**config.mk**
```make
export PLATFORM = sky130hd
export DESIGN_NAME = bitstream_word_packer
export DESIGN_NICKNAME = d
export VERILOG_FILES = /design/src/rtl/bitstream_word_packer.sv
export SDC_FILE = /design/constraint.sdc
export NUM_CORES = 1
export LEC_CHECK = 0
export CAP_MARGIN = 40
export CORE_MARGIN = 4
export CORE_UTILIZATION = 52
export CTS_CLUSTER_DIAMETER = 30
export DETAILED_ROUTE_END_ITERATION = 7
export GPL_TIMING_DRIVEN = 0
export PLACE_DENSITY_LB_ADDON = 0.12
export SYNTH_ARGS = -nofsm -noshare
export SYNTH_HDL_FRONTEND = slang
export SYNTH_SLANG_ARGS = --single-unit
```
**constraint.sdc**
```tcl
create_clock -name clock -period 10.2 [get_ports clock]
set_input_delay 3.06 -clock clock [delete_from_list [all_inputs] [get_ports clock]]
set_output_delay 3.06 -clock clock [all_outputs]
set_load 0.01 [all_outputs]
```
**src/rtl/bitstream_word_packer.sv**
```systemverilog
// Repacks the bit-accumulator's variable byte stream (0..8 MSB-aligned bytes per cycle) into full 64-bit words.
// Optional build macro PACKER_LITTLE_ENDIAN_EN reverses the byte lanes of wr_data/wr_mask.
module bitstream_word_packer #(
    parameter int unsigned ADDR_W     = 32,
    parameter int unsigned BYTE_CNT_W = 32
) (
    input  logic                  clock,
    input  logic                  reset_n,
    input  logic                  start,
    input  logic [ADDR_W-1:0]     start_addr,
    input  logic [3:0]            in_enable_byte,
    input  logic [63:0]           in_val,
    input  logic                  flush,
    output logic                  wr_en,
    output logic [ADDR_W-1:0]     wr_addr,
    output logic [63:0]           wr_data,
    output logic [7:0]            wr_mask,
    output logic [BYTE_CNT_W-1:0] total_bytes,
    output logic                  flush_done,
    output logic                  err
);

    localparam int unsigned WORD_W = 64;
    localparam int unsigned RES_W  = 56;
    localparam int unsigned CAT_W  = WORD_W + RES_W;

    localparam logic [0:0] ST_RUN        = 1'b0;
    localparam logic [0:0] ST_FLUSH_PEND = 1'b1;

    logic [0:0]            state_q, state_d;
    logic [RES_W-1:0]      res_q, res_d;
    logic [2:0]            r_q, r_d;
    logic [ADDR_W-1:0]     addr_q, addr_d;
    logic [BYTE_CNT_W-1:0] total_q, total_d;
    logic                  err_q, err_d;
    logic                  wr_en_q, wr_en_d;
    logic [ADDR_W-1:0]     wr_addr_q, wr_addr_d;
    logic [WORD_W-1:0]     wr_data_q, wr_data_d;
    logic [7:0]            wr_mask_q, wr_mask_d;
    logic                  flush_done_q, flush_done_d;

    logic                  n_over_c;
    logic [3:0]            n_c;
    logic [3:0]            sum_c;
    logic                  full_c;
    logic                  flush_eval_c;
    logic                  go_pend_c;
    logic [WORD_W-1:0]     keep_c;
    logic [CAT_W-1:0]      cat_c;

    // Map a big-endian packed word onto the configured output lane order.
    function automatic logic [WORD_W-1:0] lane_data(input logic [WORD_W-1:0] d);
`ifdef PACKER_LITTLE_ENDIAN_EN
        logic [WORD_W-1:0] r;
        for (int k = 0; k < 8; k++) begin
            r[8*k +: 8] = d[WORD_W-8-8*k +: 8];
        end
        return r;
`else
        return d;
`endif
    endfunction

    function automatic logic [7:0] lane_mask(input logic [7:0] m);
`ifdef PACKER_LITTLE_ENDIAN_EN
        logic [7:0] r;
        for (int k = 0; k < 8; k++) begin
            r[k] = m[7-k];
        end
        return r;
`else
        return m;
`endif
    endfunction

    // Append the new bytes behind the residual bytes; res_q is kept zero beyond R bytes.
    always_comb begin
        n_over_c     = in_enable_byte > 4'd8;
        n_c          = n_over_c ? 4'd8 : in_enable_byte;
        keep_c       = ~({WORD_W{1'b1}} >> {n_c, 3'b000});
        cat_c        = {res_q, {WORD_W{1'b0}}} | ({in_val & keep_c, {RES_W{1'b0}}} >> {r_q, 3'b000});
        sum_c        = {1'b0, r_q} + n_c;
        full_c       = sum_c >= 4'd8;
        flush_eval_c = (state_q == ST_FLUSH_PEND) || (flush && (n_c == 4'd0));
        go_pend_c    = (state_q == ST_RUN) && flush && (n_c != 4'd0);
    end

    always_comb begin
        state_d      = state_q;
        res_d        = res_q;
        r_d          = r_q;
        addr_d       = addr_q;
        total_d      = total_q;
        err_d        = err_q;
        wr_en_d      = 1'b0;
        wr_addr_d    = wr_addr_q;
        wr_data_d    = '0;
        wr_mask_d    = '0;
        flush_done_d = 1'b0;

        if (start) begin
            state_d   = ST_RUN;
            res_d     = '0;
            r_d       = '0;
            addr_d    = start_addr;
            wr_addr_d = start_addr;
            total_d   = '0;
            err_d     = 1'b0;
        end else begin
            total_d = total_q + BYTE_CNT_W'(n_c);
            if (n_over_c) begin
                err_d = 1'b1;
            end
            if (full_c) begin
                // A completed word always wins; a pending flush waits a cycle.
                wr_en_d   = 1'b1;
                wr_addr_d = addr_q;
                wr_data_d = lane_data(cat_c[CAT_W-1 -: WORD_W]);
                wr_mask_d = lane_mask(8'hFF);
                addr_d    = addr_q + ADDR_W'(1);
                res_d     = cat_c[RES_W-1:0];
                r_d       = 3'(sum_c - 4'd8);
                if (go_pend_c) begin
                    state_d = ST_FLUSH_PEND;
                end
            end else if (flush_eval_c) begin
                flush_done_d = 1'b1;
                state_d      = ST_RUN;
                res_d        = '0;
                r_d          = '0;
                if (sum_c != 4'd0) begin
                    wr_en_d   = 1'b1;
                    wr_addr_d = addr_q;
                    wr_data_d = lane_data(cat_c[CAT_W-1 -: WORD_W]);
                    wr_mask_d = lane_mask(8'(8'hFF << (4'd8 - sum_c)));
                    addr_d    = addr_q + ADDR_W'(1);
                end
            end else begin
                res_d = cat_c[CAT_W-1 -: RES_W];
                r_d   = sum_c[2:0];
                if (go_pend_c) begin
                    state_d = ST_FLUSH_PEND;
                end
            end
        end
    end

    always_ff @(posedge clock or posedge reset_n) begin
        if (reset_n) begin
            state_q      <= ST_RUN;
            res_q        <= '0;
            r_q          <= '0;
            addr_q       <= '0;
            total_q      <= '0;
            err_q        <= 1'b0;
            wr_en_q      <= 1'b0;
            wr_addr_q    <= '0;
            wr_data_q    <= '0;
            wr_mask_q    <= '0;
            flush_done_q <= 1'b0;
        end else begin
            state_q      <= state_d;
            res_q        <= res_d;
            r_q          <= r_d;
            addr_q       <= addr_d;
            total_q      <= total_d;
            err_q        <= err_d;
            wr_en_q      <= wr_en_d;
            wr_addr_q    <= wr_addr_d;
            wr_data_q    <= wr_data_d;
            wr_mask_q    <= wr_mask_d;
            flush_done_q <= flush_done_d;
        end
    end

    assign wr_en       = wr_en_q;
    assign wr_addr     = wr_addr_q;
    assign wr_data     = wr_data_q;
    assign wr_mask     = wr_mask_q;
    assign total_bytes = total_q;
    assign flush_done  = flush_done_q;
    assign err         = err_q;

endmodule

```
## Yosys cells after proc, flatten, opt, wreduce, memory -nomap -nowiden

Index checks and enable logic that the tools add are counted.

- Add/subtract/negate cells: 5
- Multipliers: 0
- Divide/modulo/power cells: 0
- $lt $le $gt $ge: 2
- Equal/unequal tests: 0
- Shift-type cells: 3
- Muxes and demuxes: 37
- Bitwise logic cells: 4
- Reductions and logical operators: 11

Operator list:

| operator | number |
|---|---|
| $mux 32 | 9 |
| $mux 64 | 4 |
| $mux 56 | 3 |
| $or 120x120->120 | 1 |
| $shr 120x6->120 | 1 |
| $and 64x64->64 | 1 |
| $not 64->64 | 1 |
| $shr 64x7->64 const A | 1 |
| $add 32x1->32 const B | 1 |
| $add 32x4->32 | 1 |
| $mux 8 | 4 |
| $mux 1 | 13 |
| $mux 3 | 3 |
| $reduce_bool 4->1 | 2 |
| $shl 8x4->8 const A | 1 |
| $reduce_bool 3->1 | 2 |
| $add 3x4->4 | 1 |
| $ge 4x4->1 const B | 1 |
| $gt 4x4->1 const B | 1 |
| $logic_not 4->1 | 1 |
| $mux 4 | 1 |
| $sub 4x4->4 const A | 1 |
| $logic_and 1x1->1 | 3 |
| $sub 3x1->3 const B | 1 |
| other kinds (4) | 4 |

- Register bits after elaboration: 231
- Latch bits: 0
- Memory bits (writable): 0
- ROM bits: 0
- Input bits: 104
- Output and inout bits: 139
- Memories kept: 0

## Logic depth before layout (Yosys ltp)

- Depth in word-level cells: 11
- Mapped depth: 13

## Worst setup path before layout

No wires, ideal clock.

- Path type: input-to-reg
- Start point: in in_enable_byte[3]
- End point: reg addr_q[11]
- Library setup time: 0.082 ns
- Arrival: 5.580 ns
- Required time: 10.118 ns
- Slack: 4.538 ns
- Stages on the path: 12
- Path buffers: 3
- Path through: buf_2 -> buf_2 -> nor2b_1 -> ha_1 -> inv_1 -> fa_1 -> ha_1 -> and2_1 -> o22a_1 -> buf_6 -> or4_1 -> a31oi_1

- Word-level cells in the longest chain between the ends: 7
- Elaborated cells on any way between the ends: 13
- Those cells by class: add/sub: 1; order compare: 2; mux: 3; reduce/logical: 7

RTL lines:

| element | RTL line | text |
|---|---|---|
| start: declaration | 11 | `input logic [3:0] in_enable_byte,` |
| $gt 4x4->1 | 78 | `n_over_c = in_enable_byte > 4'd8;` |
| $mux 4 (*) | 79 | `n_c = n_over_c ? 4'd8 : in_enable_byte;` |
| branches (longest 5 deep; another with $add 3x4->4) | n/a |  |
| end signal: assignment | 165 | `addr_q <= addr_d;` |
| end: declaration | 33 | `logic [ADDR_W-1:0] addr_q, addr_d;` |

Mark *: on every way between the ends.
A chain may end at the register's enable or synchronous reset.

## Worst setup path after layout

- Start point: in in_enable_byte[3]
- End point: reg wr_data_q[55], in the netlist wr_data[55]

- Word-level cells in the longest chain between the ends: 11
- Elaborated cells on any way between the ends: 17
- Those cells by class: add/sub: 1; order compare: 2; shift: 2; mux: 5; bitwise: 3; reduce/logical: 4

RTL lines:

| element | RTL line | text |
|---|---|---|
| $gt 4x4->1 | 78 |  |
| $mux 4 (*) | 79 |  |
| $shr 64x7->64 | 80 | `keep_c = ~({WORD_W{1'b1}} >> {n_c, 3'b000});` |
| $not 64->64 | 80 |  |
| $and 64x64->64 | 81 | `cat_c = {res_q, {WORD_W{1'b0}}} \| ({in_val & keep_c, {RES_W{1'b0}}} >> {r_q, 3'b000});` |
| $shr 120x6->120 | 81 |  |
| $or 120x120->120 | 81 |  |
| $mux 64 | 131 | `if (sum_c != 4'd0) begin` |
| $mux 64 | 126 | `end else if (flush_eval_c) begin` |
| $mux 64 (*) | 114 | `if (full_c) begin` |
| $mux 64 (*) | 101 | `if (start) begin` |
| named net wr_data_d[55] | 38 | `logic [WORD_W-1:0] wr_data_q, wr_data_d;` |
| end signal: assignment | 170 | `wr_data_q <= wr_data_d;` |
| end: declaration | 38 |  |

Mark *: on every way through the listed nets, which the timed path passes. The rest lies on a longest branch.

==> flow_summary.toml <==
[sta]
period_needed_ns = 6.97
setup_viol = 0
finalWorstSetupSlack_ns = 3.23
max_freq_mhz = 143
finalCritPeriodShare_pct = 68.4
skew_ns = 0.0124
rsz0062_at_grt = "no"
holdWs_ns = 0.497
worstMarginPinSlew_ns = 0.883
max_slew_margin_pct = 41.1
timing.final.hold_violations = 0
drv_slew = 0

[worst_setup_path]
arrival_ns = 7.36
startpoint_type = "primary input"
worstPathMaxFanout = 10
slowest_stage = "clkdlybuf4s50_1"
path_class = "in -> reg"
cp_cell_sequence = "clkdlybuf4s50_1, buf_2, buf_2, nor2b_1, ha_1, inv_1, fa_1, ha_1, and2_1, o22ai_2, nand2_1, clkbuf_1, clkbuf_1, nor2_1"
crit_path_max_incr_delay_ns = 0.63
cp.buffers_inverters = 6
crit_path_end_kind = "register"
cp.required_ns = 10.59
crit_family = "buffers and inverters"

[detailed_routing]
via_count = 12900
firstDrtPassIters = 7
drtIter0Drc = 1406
dr_wl_met3_mm = 5.32
top_layer = "met4"
wl_met2_mm = 22.3
m1WireLength_mm = 18.1
postRouteAntennaNets = 0
via_per_inst = 6.63
wl_mm = 48.1
wl_per_cell_microns = 24.8
drcViolationCount = 0

[floorplanning]
num_io_pins = 243
core_sq_um = 22800
start_util_pct = 53.4
chipHeight_microns = 161
dieArea_sq_um = 26000
row_count = 55
die_w_microns = 161

[clock_network]
clockRootBuffer = "clkbuf_16"
cts_made_buffers = 48
clock_path_buffers = 3
cts.sinks = 231
cts.clk_slew.worst_paths_ns = 0.05
cts_tree = "yes"
cts_resized = 0
insertion_delay_ns = 0.54
cts_max_level = 2
post_cts_buffers = 0
hold_buffers = 0

[power]
ir_drop_uv = 131
power_density_nw_per_um2 = 200
p_leak_nw = 6.90
fin_total_pwr_mw = 3.36

[synth]
yosysMostFrequentCell = "dfrtp_1"
ys_types = 62
synth_top_cell_area_share_pct = 47.4
synthArstFlopShare_pct = 100
ys_seq_area_share_pct = 47.4
synthCells = 1290
netlist.top_cell.by_area = "dfrtp_1"
synth_area_per_cell_sq_um = 9.45
yosysWarnings = 0
ys_seq_elements = 231
syn-cell-area_sq_um = 12200
syn-num-nets = 1407
synth_common_cells = "dfrtp_1, nor2_1, nand2_1"
synthFlopType = "dfrtp_1"
netlist_top_cells_area = "dfrtp_1, nor2_1, a21oi_1, nand2_1, a211oi_1"
synth_edf_count = 0

[place]
place_congestion = 1.03
preCtsSetupSlack_ns = 2.83
numPlacedInstances = 1849
io_buffers = 242
hpwl_mm = 34.7

[global_route]
antenna_found_initial = 1
grt_pass1_vias = 12800
grt_overflow = 0
grt_max_degree = 95
grt_pass1_wl_mm = 73.7
grt_use_total_pct = 36.0

[layout]
nets = 1703
utilization_pct = 73.3
syn_to_final_growth_pct = 37.3
drive_above_1_share_pct = 9.59
final_cells = 1940

[outcome]
status = "complete, no violations"

[run]
max-cap-violations = 0

[hold_path]
min_path_type = "reg -> reg"
cells in the final DEF (no fill, tap or decap), drive strengths merged, types with 22 or more instances in the layout:
| master | instances |
|---|---|
| a211oi | 44 |
| a21oi | 74 |
| a221oi | 31 |
| a31oi | 40 |
| a32oi | 31 |
| buf | 36 |
| clkbuf | 125 |
| clkdlybuf4s50 | 242 |
| dfrtp | 231 |
| inv | 32 |
| mux2 | 28 |
| nand2 | 89 |
| nand3 | 57 |
| nand4 | 28 |
| nor2 | 142 |
| nor3 | 42 |
| o21ai | 30 |
| o22ai | 30 |
| o31ai | 22 |
power breakdown:
group / internal (mW) / switching (mW) / leakage [nW] / total [mW]
Clock: 1.04 / 0.537 / 0.777 / 1.58
Combinational: 0.287 / 0.434 / 3.14 / 0.721
Sequential: 1.00 / 0.0528 / 2.99 / 1.06
Total: 2.33 / 1.02 / 6.90 / 3.36
sequential cells by signal (all words and copies together), names as in the netlist:
| register | cells |
|---|---|
| state_q | 1 |
| err | 1 |
| r_q | 3 |
| wr_en | 1 |
| flush_done | 1 |
| res_q | 56 |
| wr_addr | 32 |
| total_bytes | 32 |
| wr_mask | 8 |
| addr_q | 32 |
| wr_data | 64 |
final cells by class:
class                      instances  area [sq um]
fill                            1724          6100
multi-input combinational        927          5870
sequential                       231          5780
timing repair buffer             246          2490
clock buffer                      55          1250
buffer                           102           434
clock inverter                    35           412
tap                              313           392
inverter                          30           120
antenna                            1          2.50
worst register-to-register path, cell delays in order, from the launching register on:
cell and delay, ns:
dfrtp_1 0.36, clkbuf_1 0.33, inv_1 0.15, clkbuf_1 0.32, fa_1 0.74, ha_1 0.23
and2_1 0.18, o22ai_2 0.19, nand2_1 0.25, clkbuf_1 0.44, clkbuf_1 0.60, nor2_1 0.14
metal layers:
| metal | GRT usage [%] | vias up |
|---|---|---|
| met5 | 0 | - |
| met4 | 17.0 | 0 |
| met3 | 8.42 | 166 |
| met2 | 57.5 | 971 |
| met1 | 46.6 | 6194 |
| li1 | - | 5530 |
per-stage QoR:
stage | area [sq um] | setup TNS, ns
after detailed placement | 15100 | 0
after global placement | 15000 | -504.43
after global routing | 16700 | 0
final | 16700 | 0
after floorplan | 12200 | 0
after CTS | 16700 | 0
cells by family (layout without fill, tap and decap cells):
| family | after synthesis | in the layout | share of synthesized area (%) |
|---|---|---|---|
| multiplexers | 41 | 41 | 3.65 |
| other | 0 | 1 | 0 |
| AO/OA/AOI/OAI | 395 | 395 | 23.2 |
| adder cells (fa/ha/maj) | 13 | 13 | 1.46 |
| flip-flops | 231 | 231 | 47.4 |
| buffers and inverters | 132 | 468 | 4.48 |
| XOR/XNOR | 14 | 14 | 1.01 |
| AND/OR/NAND/NOR | 464 | 464 | 18.8 |
final timing paths:
| check | startpoint | endpoint | slack, ns | depth (start not counted) |
|---|---|---|---|---|
| hold / removal | res_q[0]$_DFF_PP0_ | wr_data[8]$_DFF_PP0_ | 0.50 | 2 |
| max in group asynchronous | reset_n | total_bytes[3]$_DFF_PP0_ | 6.41 | 3 |
| hold reg to reg | res_q[0]$_DFF_PP0_ | wr_data[8]$_DFF_PP0_ | 0.50 | 2 |
| setup / recovery | in_enable_byte[3] | wr_data[55]$_DFF_PP0_ | 3.23 | 14 |
| min in group asynchronous | reset_n | wr_data[5]$_DFF_PP0_ | 2.94 | 2 |
| setup reg to reg | r_q[1]$_DFF_PP0_ | wr_data[55]$_DFF_PP0_ | 6.13 | 11 |
Power figures use the tool's default switching activity.
